File: config.mk
export PLATFORM = sky130hd
export DESIGN_NAME = bin_to_bcd6
export DESIGN_NICKNAME = d
export VERILOG_FILES = /design/src/rtl/bin_to_bcd6.sv
export SDC_FILE = /design/constraint.sdc
export NUM_CORES = 1
export LEC_CHECK = 0
export CELL_PAD_IN_SITES_DETAIL_PLACEMENT = 1
export CELL_PAD_IN_SITES_GLOBAL_PLACEMENT = 2
export CORE_UTILIZATION = 40
export CTS_BUF_LIST = sky130_fd_sc_hd__clkbuf_8
export DETAILED_ROUTE_END_ITERATION = 7
export DONT_BUFFER_PORTS = 1
export PLACE_DENSITY = 0.92
export SYNTH_ARGS = -nofsm -noshare
export SYNTH_HDL_FRONTEND = slang
export SYNTH_SLANG_ARGS = --single-unit
File: constraint.sdc
create_clock -name clk -period 1.96 [get_ports clk]
set_input_delay 0.392 -clock clk [delete_from_list [all_inputs] [get_ports clk]]
set_output_delay 0.392 -clock clk [all_outputs]
set_load 0.02 [all_outputs]
File: src/rtl/bin_to_bcd6.sv
// Sequential double-dabble converter: BIN_W-bit binary count to six packed BCD digits,
// saturating at 999999 with an overflow flag.
module bin_to_bcd6 #(
    parameter int BIN_W = 20
) (
    input  logic             clk,
    input  logic             rst_n,
    input  logic             start,
    input  logic [BIN_W-1:0] bin_in,
    output logic [3:0]       hundred_thousands_out,
    output logic [3:0]       ten_thousands_out,
    output logic [3:0]       thousands_out,
    output logic [3:0]       hundreds_out,
    output logic [3:0]       tens_out,
    output logic [3:0]       units_out,
    output logic             busy,
    output logic             overflow,
    output logic             done
);

    // state    | meaning
    // S_IDLE   | waiting for start, outputs hold last result
    // S_SHIFT  | BIN_W add-3/shift steps
    // S_FINISH | publish digits and overflow, pulse done
    localparam logic [1:0] S_IDLE   = 2'd0;
    localparam logic [1:0] S_SHIFT  = 2'd1;
    localparam logic [1:0] S_FINISH = 2'd2;

    localparam logic [4:0]  LAST_CNT = 5'(BIN_W - 1);
    localparam logic [23:0] BCD_MAX  = 24'h999999;

    logic [1:0]       state;
    logic [BIN_W-1:0] bin_sr;
    logic [23:0]      scratch;
    logic [23:0]      corr;
    logic [4:0]       cnt;
    logic             sat;
    logic [23:0]      digits;

    always_comb begin
        corr = '0;
        for (int i = 0; i < 6; i++) begin
            corr[i*4 +: 4] = (scratch[i*4 +: 4] >= 4'd5) ? scratch[i*4 +: 4] + 4'd3
                                                          : scratch[i*4 +: 4];
        end
    end

    always_ff @(posedge clk) begin
        if (!rst_n) begin
            state    <= S_IDLE;
            bin_sr   <= '0;
            scratch  <= '0;
            cnt      <= '0;
            sat      <= 1'b0;
            digits   <= '0;
            busy     <= 1'b0;
            overflow <= 1'b0;
            done     <= 1'b0;
        end else begin
            done <= 1'b0;
            case (state)
                S_IDLE: begin
                    if (start) begin
                        bin_sr  <= bin_in;
                        scratch <= '0;
                        cnt     <= '0;
                        sat     <= (24'(bin_in) > 24'd999999);
                        busy    <= 1'b1;
                        state   <= S_SHIFT;
                    end
                end
                S_SHIFT: begin
                    // Top bit of the corrected scratch falls off; only reachable when sat=1.
                    {scratch, bin_sr} <= {corr, bin_sr} << 1;
                    cnt <= cnt + 5'd1;
                    if (cnt == LAST_CNT) begin
                        state <= S_FINISH;
                    end
                end
                S_FINISH: begin
                    digits   <= sat ? BCD_MAX : scratch;
                    overflow <= sat;
                    done     <= 1'b1;
                    busy     <= 1'b0;
                    state    <= S_IDLE;
                end
                default: begin
                    state <= S_IDLE;
                    busy  <= 1'b0;
                end
            endcase
        end
    end

    assign hundred_thousands_out = digits[23:20];
    assign ten_thousands_out     = digits[19:16];
    assign thousands_out         = digits[15:12];
    assign hundreds_out          = digits[11:8];
    assign tens_out              = digits[7:4];
    assign units_out             = digits[3:0];

endmodule

==> results.txt, run 1 <==
* Status: finished clean
* Number of hold violations in the final report: 0
* Most used cells in the layout excluding fill and tap cells: dfxtp_1 (79), nor2_1 (51), nand2_1 (37)
- Cell family contributing the most delay on the critical path: compound AO/OA/AOI/OAI gates
- Maximum clock insertion buffer count: 2
- Clock sink count: just under 80
* Total Die Area: between 9000 and 10000 um2
- Post-synthesis instance area: roughly 3500 um2
* Count of maximum capacitance violations: 0
- CTS built an H-tree with a depth of 3.
- Hold timing on the final database bottoms out at a slack of ~0.17 ns.
- TritonCTS clock tree: built
- PD cells: around 840 nW/um2
- Main area contributors after synthesis: dfxtp_1 (45%), nor2_1 (5.5%), o221ai_1 (4.8%)
* Largest net degree at the start of global routing: between 60 and 70
* Combined buffer and inverter count along the critical path: 1
- GRT Residual Overflow: 0
- In this run, the number of DRC markers left after iteration 0 of detailed routing was 83.
* Crit path launch type: flip-flop
* Crit Reg-Reg Endpoint: scratch[18]
* Post-CTS Resized: 0
- Total routed wirelength: around 8500 um
- Post-Route Skew: 0.0114 ns
- Syn Nets: 432
- Share of the synthesized area in the top cell type: 0.452
- Slew at the pin with the worst max-slew slack: roughly 0.85 ns
- Warnings from Yosys: 0
* Detailed route wirelength on metal2: roughly 4000 um
- Number of buffers added by the clock tree synthesis step: 9
- Count of flip-flops with a built-in enable after synthesis: 0
- After clock tree synthesis, the flow added hold-fix buffers numbering 0.
- Detailed-placement wirelength estimate: 5720 um
- Number of distinct library cell variants in the gate-level netlist after synthesis: 39
- For this run, asynchronously set or reset flops after synthesis account for 0.
* Met3 layer wire length in the routed design: about 340 um
- Slack of the worst reg-to-reg path: 0.24 ns
* Die Span X: 95.6 um
* Primary FF master, synth: dfxtp_1
- Count of cells along the worst register-to-register path: 6
- Core Rows: 33
* Clock network latency to the later pin of the worst-skew pair: 0.36 ns
* Highest ir drop seen on vdd: about 0.40 mV
- Leaving out fill and tap cells, the most frequent cell in the layout is dfxtp_1.
* Fillers: a little under 1000
* Share of post-route cells with drive strength above 1: 0.0879
- Data on the critical path arrives at its endpoint at around 2.0 ns.
- Worst slack at placement: 0.279 ns
* Synth area leader: dfxtp_1
* Post-route cell area: 3830 um2
- Critical path class: reg -> reg
- Count of final setup violators: 0
- STA puts the critical path data required time at around 2.2 ns.
- In the finished design, the share of the clock period the worst path needs comes to 0.880.
- RSZ-0062 raised after global routing: no
- Count of state elements after synthesis: between 70 and 80
- Based on the critical path, the design can be clocked at up to 0.580 GHz.
* P_leak: ~1.4 nW
- The startpoint identified for the worst register-to-register timing path is scratch[17].
* Initial antenna violation count: 0
- Wire length of the first global-routing pass: ~14000 um
- On the critical path, the stage with the largest delay is an instance of mux2_2.
- The signal on the critical path passes through inv_1 -> ha_1 -> nand2b_1 -> a21oi_1 -> mux2_2 -> o21ai_0.
- Final core utilization: 0.459
- Synthesis produced slightly below 400 cells.
- Using the TritonRoute via totals, the vias-per-cell ratio works out to 5.61.
* Crit-path max FO: 4
- Starting utilization of the core area: 0.420
* Worst Hold Class: in -> reg
- Post-route setup TNS: 0 ns
- Remaining max-slew budget at the tightest pin: 0.435
* Sequential cell area fraction in the yosys report: 0.452
- For this run, design rule violations remaining after detail routing come to 0.
- Overall Global Routing Usage: 0.200
- Launch point of the critical path: scratch[17]
* Count of input and output buffers: 0
- Final Wtd Congestion: around 0.77
- The most critical setup path has its endpoint at scratch[18].
- Number of vias in the routed layout: between 2000 and 3000
- After detailed routing, the average wire length per cell comes to about 17 um.
- Cell Area, Placed: ~3600 um2
- Highest cell delay on the worst timing path: about 0.38 ns
* Clock-pin transition on the worst setup and hold timing paths: about 0.09 ns
- In this run the vertical extent of the chip is 95.6 um.
- Setup Buffers After CTS: 0
* Count of pins on the block boundary: 50
- Root buffer cell: clkbuf_8
- Diode insertion count for antenna repair: 0
* Vias in the first global route: roughly 3000
- Topmost layer with routed signal wires: met4
- Slew Limit Fails: 0
- The region available for standard cell placement spans 8340 um2.
- The detail route stage leaves a number of antenna-violating nets equal to 0.
* Post-Synthesis Mean Instance Area: ~8.8 um2
* PnR worst setup slack: 0.236 ns
* First drt pass iteration count: 4
- Minimum clock period after layout: between 1.5 and 2 ns
- Critical Path Sink Type: flip-flop
- Synthesis-to-finish area growth: 9.25%
- Counting buffers and inverters, the worst setup path is 6 cells deep.
* Met1 Routed Length: 4010 um
- Final #Nets: 430
-- kinds of logic (layout without fill, tap and decap cells) --
logic type | count (synthesis) | in the layout | share of synthesized area
buf+inv | 41 | 43 | 0.0539
xor+xnor | 11 | 11 | 0.0275
simple gates | 159 | 159 | 0.224
compound gates | 87 | 87 | 0.178
fa+ha+maj | 13 | 13 | 0.0464
flops | 79 | 79 | 0.452
mux | 6 | 6 | 0.0193
-- per-stage QoR --
stage | cells | total power, mW
6_report | 503 | 3.22
5_1_grt | 503 | 3.35
4_1_cts | 503 | 3.25
3_5_place_dp | 488 | 1.91
3_3_place_gp | 488 | 1.90
2_1_floorplan | 396 | 1.88
-- flip-flops by register name (all words and copies together), names as in the netlist --
name	cells
cnt	5
state	2
overflow	1
busy	1
scratch	24
bin_sr	20
sat	1
done	1
digits	24
-- worst min path at each step --
stage,endpoint,slack [ns],start,depth (start not counted)
floorplan,scratch[21],0.43,scratch[21],2
global placement,scratch[21],0.44,scratch[21],2
CTS,cnt[3],0.15,rst_n,1
global route,cnt[0],0.15,rst_n,1
finish,scratch[19],0.17,rst_n,1
detailed placement,scratch[21],0.45,scratch[21],2
-- final cells by class --
class | instances | area, um2 | share of cell area
Inverter | 14 | 52.6 | 0.0137
Clock inverter | 5 | 73.8 | 0.0193
Multi-Input combinational cell | 276 | 1730 | 0.453
Sequential cell | 79 | 1580 | 0.413
Tap cell | 105 | 131 | 0.0343
Clock buffer | 10 | 138 | 0.0360
Timing Repair Buffer | 14 | 118 | 0.0307
-- layer usage --
layer,GRT usage,vias to the layer above
met4,0.0833,0
met5,0,-
met3,0.0439,14
met2,0.329,53
li1,-,1382
met1,0.253,1371
-- cells in the mapped netlist, types with 7 or more instances --
master     n
nand2_1   37
dfxtp_1   79
o31ai_1   12
ha_1      13
o221ai_1  19
nor3_1    13
nor2_1    51
a21boi_0  17
buf_2     10
inv_1     14
nor2b_1    9
nor3b_1   14
o21ai_0   20
nand2b_1   7
a21oi_1    8
clkbuf_1  12
-- power by group --
group / switching, mW / internal, mW
sequential: 0.0330 / 1.65
combinational: 0.108 / 0.0826
clock: 0.606 / 0.737
total: 0.747 / 2.47
Power figures use the tool's default switching activity.
==> inputs of run 2 (changes only) <==
--- a/config.mk
+++ b/config.mk
@@ -12,6 +12,7 @@
 export DETAILED_ROUTE_END_ITERATION = 7
 export DONT_BUFFER_PORTS = 1
 export PLACE_DENSITY = 0.92
+export SKIP_LAST_GASP = 1
 export SYNTH_ARGS = -nofsm -noshare
 export SYNTH_HDL_FRONTEND = slang
 export SYNTH_SLANG_ARGS = --single-unit
==> results of run 2 <==
Same layout as run 1: the final DEF is identical, and so are final timing and power.
==> inputs of run 3 (changes only) <==
--- a/config.mk
+++ b/config.mk
@@ -5,13 +5,13 @@
 export SDC_FILE = /design/constraint.sdc
 export NUM_CORES = 1
 export LEC_CHECK = 0
+export ABC_AREA = 1
 export CELL_PAD_IN_SITES_DETAIL_PLACEMENT = 1
 export CELL_PAD_IN_SITES_GLOBAL_PLACEMENT = 2
-export CORE_UTILIZATION = 40
-export CTS_BUF_LIST = sky130_fd_sc_hd__clkbuf_8
+export CORE_UTILIZATION = 35
 export DETAILED_ROUTE_END_ITERATION = 7
 export DONT_BUFFER_PORTS = 1
-export PLACE_DENSITY = 0.92
+export PLACE_DENSITY = 0.88
 export SKIP_LAST_GASP = 1
 export SYNTH_ARGS = -nofsm -noshare
 export SYNTH_HDL_FRONTEND = slang
==> run 3 against run 2 <==
Compared with the run above: highest routed layer unchanged; sequential share of layout area down 1.8 points; routed wire length is 6.4% higher; non-clock buffer count shrank 8; total power up 1.2%; cell count grew 28%; sequential cell count unchanged; largest power group unchanged; sequential power about the same.
==> results.txt, run 3 <==
* Detailed-placement wirelength estimate: 6060 um
- Die Span X: about 100 um
- In this design, the stage delay of the slowest critical-path cell is ~0.8 ns.
* Primary FF master, synth: dfxtp_1
* Clock sink count: between 70 and 80
* Combinational share of power: 0.065
* Largest net degree at the start of global routing: 36
* Count of final setup violators: 0
* Crit Reg-Reg Endpoint: bin_sr[6]
- Crit path launch type: flip-flop
- Main area contributors after synthesis: dfxtp_1 (43%), nand2_1 (14%), a21oi_1 (9.3%)
* Cell depth of the worst hold path: 2
* Minimum clock period after layout: 1.74 ns
* First-iteration detailed-routing DRC count: 141
* Starting utilization of the core area: 0.367
* Post-Route Skew: approximately 0.010 ns
* Overall Global Routing Usage: 0.178
- Diode insertion count for antenna repair: 0
- Required time of the critical path: about 2.2 ns
- Worst Hold Class: in -> reg
- Count of cells along the worst register-to-register path: 3
- The floorplan step defined a die boundary enclosing 10900 um2.
- For this run, the number of Yosys warnings is 0.
- At the pin with the least slew margin, the transition time is around 0.98 ns.
* Final Wtd Congestion: between 0.7 and 0.8
- Register share of total power: 0.516
- Wires add up to 9060 um.
- Row generation in the floorplan step produced 36 rows.
- Master of the slowest instance on the critical path: o21ai_4
- Average vias per placed instance: between 5 and 6
- The largest registers in the layout are digits: 24 flops, scratch: 24 flops, bin_sr: 20 flops.
* Count of maximum capacitance violations: 0
* Post-route setup TNS: 0 ns
- For this design the total switching power over the nets is between 700 and 800 uW.
- Cell family contributing the most delay on the critical path: compound AO/OA/AOI/OAI gates
* Count of pins on the block boundary: 50
- The top cell types in the final layout, fill and taps aside, are nand2_1 (139), dfxtp_1 (79), a21oi_1 (68).
- Slew Limit Fails: 0
- TritonCTS built the clock tree.
* Count of state elements after synthesis: 79
- Clock share of power: 0.419
- Most used standard cell by instance count after synthesis: nand2_1
* Number of DRC violations after detailed routing: 0
* Most instantiated cells after synthesis: nand2_1 (139), dfxtp_1 (79), a21oi_1 (68)
* Syn Nets: between 500 and 600
- The synthesized design spends more area on one cell type than any other, namely dfxtp_1.
- Sequential cell area fraction in the yosys report: 0.433
* Share of post-route cells with drive strength above 1: 0.0629
- # H-tree levels: 3
- Of the total power, the share spent switching nets is 0.241.
* Synthesis-to-finish area growth: 9.35%
- Launch point of the critical path: state[0]
- In this run the post-CTS setup repair buffer count came out at 0.
- Remaining max-slew budget at the tightest pin: 0.343
- By startpoint and endpoint, the worst setup path is classified as reg -> reg.
- Core region area: roughly 10000 um2
- Combined buffer and inverter count along the critical path: 1
- The share of synthesized area in the top cell type comes to 0.433.
- Fin crit share: 0.890
- Synthesis produced a little over 500 cells.
- Data on the critical path arrives at its endpoint at 1.99 ns.
- The via count of the first global-routing pass was between 3000 and 4000.
- Internal power comes to ~2.5 mW.
- The first global-routing pass estimated around 16000 um of wire.
* Routed Antenna Nets: 0
* Maximum clock insertion buffer count: 2
- Cells along the critical path: o21ai_4 -> buf_4 -> a21oi_1
- The first detailed-routing pass took 4 iterations.
- In this run the static leakage power is ~1.5 nW.
- Of all flip-flops after synthesis, the portion carrying an async set or reset was 0.
- Setup repair after global routing left no endpoint under its margin.
- Leaving out fill and tap cells, the most frequent cell in the layout is nand2_1.
- Clock network latency to the later pin of the worst-skew pair: about 0.36 ns
- Clock-pin slew was measured on the worst setup and hold paths at approximately 0.080 ns.
- GRT Residual Overflow: 0
- The number of hold violations in the final report is 0.
- Startpoint of the worst register-to-register path: state[0]
* PD cells: 815 nW/um2
- The tree is rooted in a clkbuf_8.
* Initial antenna violation count: 0
- Critical path depth in cells: 3
- The worst-case IR drop observed on VDD is ~0.4 mV.
- The setup check on the worst reg-to-reg path leaves a slack of ~0.22 ns.
* Die Y-Extent: 104 um
* Count of input and output buffers: 0
- The average instance in the mapped netlist occupies about 7 um2.
* Final core utilization: 0.401
- Post-synthesis instance area: around 3700 um2
- Final #Nets: 540
- Count of flip-flops with a built-in enable after synthesis: 0
* Critical Path Sink Type: flip-flop
- Status: finished clean
* Wire length per cell: approximately 14 um
- For this design, the CTS-stage hold fixing added 0 buffers.
- Number of distinct library cell variants in the gate-level netlist after synthesis: 21
* Worst setup endpoint: bin_sr[6]
- Along the worst path, the maximum fanout reaches 35.
* Post-CTS Resized: 0
- Number of buffers added by the clock tree synthesis step: 9
* Number of vias in the routed layout: 3261
* Achievable frequency: about 0.57 GHz
-- run 3: cell count changes after synthesis, sizes merged, moves of 7 or more --
cell / previous run / this run
a21boi: 17 / 0
a21oi: 8 / 68
inv: 14 / 58
nand2: 37 / 139
nand2b: 7 / 0
nand3: 4 / 28
nand4: 3 / 13
nor2: 51 / 38
nor2b: 9 / 0
nor3: 13 / 1
nor3b: 14 / 0
o211ai: 0 / 25
o221ai: 19 / 0
o31ai: 12 / 0
-- run 3: power groups by stage --
stage,combinational [mW],sequential [mW],clock (mW)
after floorplan,0.175,1.71,0
after global placement,0.205,1.72,0
after detailed placement,0.215,1.72,0
after CTS,0.215,1.68,1.40
after global routing,0.244,1.69,1.48
final,0.211,1.68,1.36
-- run 3: worst reg2reg max path, stage by stage (launching register included) --
cell and delay [ns]:
dfxtp_1 0.38, o21ai_4 0.80, buf_4 0.36, a21oi_1 0.10
-- run 3: area by class of cell --
cell class	instances	area [um2]
Sequential cell	79	1580
Clock buffer	11	141
Inverter	58	218
Clock inverter	5	81.3
Multi-Input combinational cell	350	1750
Fill cell	1263	5960
Tap cell	133	166
Timing Repair Buffer	6	57.6
-- run 3: metal layers --
layer | track usage | part of all wire
met5 | 0 | 0
met1 | 0.225 | 0.49
met4 | 0.0602 | 0.014
met3 | 0.0432 | 0.030
met2 | 0.296 | 0.47
-- run 3: worst min-delay path by stage --
stage,start,endpoint,slack (ns)
floorplan,bin_sr[19],bin_sr[19],0.42
global placement,bin_sr[16],bin_sr[16],0.44
detailed placement,bin_sr[9],bin_sr[9],0.45
CTS,rst_n,cnt[4],0.15
global route,rst_n,cnt[0],0.15
finish,rst_n,cnt[4],0.17
-- run 3: through the flow --
stage	power [mW]	hold WS [ns]	setup WS [ns]	std cells	cell area, um2
6_report	3.26	0.168	0.216	642	4000
5_1_grt	3.41	0.154	0.0622	642	4000
4_1_cts	3.30	0.151	0.189	642	4000
3_5_place_dp	1.93	0.446	0.209	626	3770
3_3_place_gp	1.92	0.439	0.256	626	3770
2_1_floorplan	1.88	0.425	0.778	512	3650
-- run 3: kinds of logic after synthesis --
group,count (synthesis),synth area share
AOI/OAI and AO/OA,116,0.177
buffers and inverters,83,0.0928
DFF,79,0.433
adders and majority gates,13,0.0445
and+or+nand+nor,221,0.253
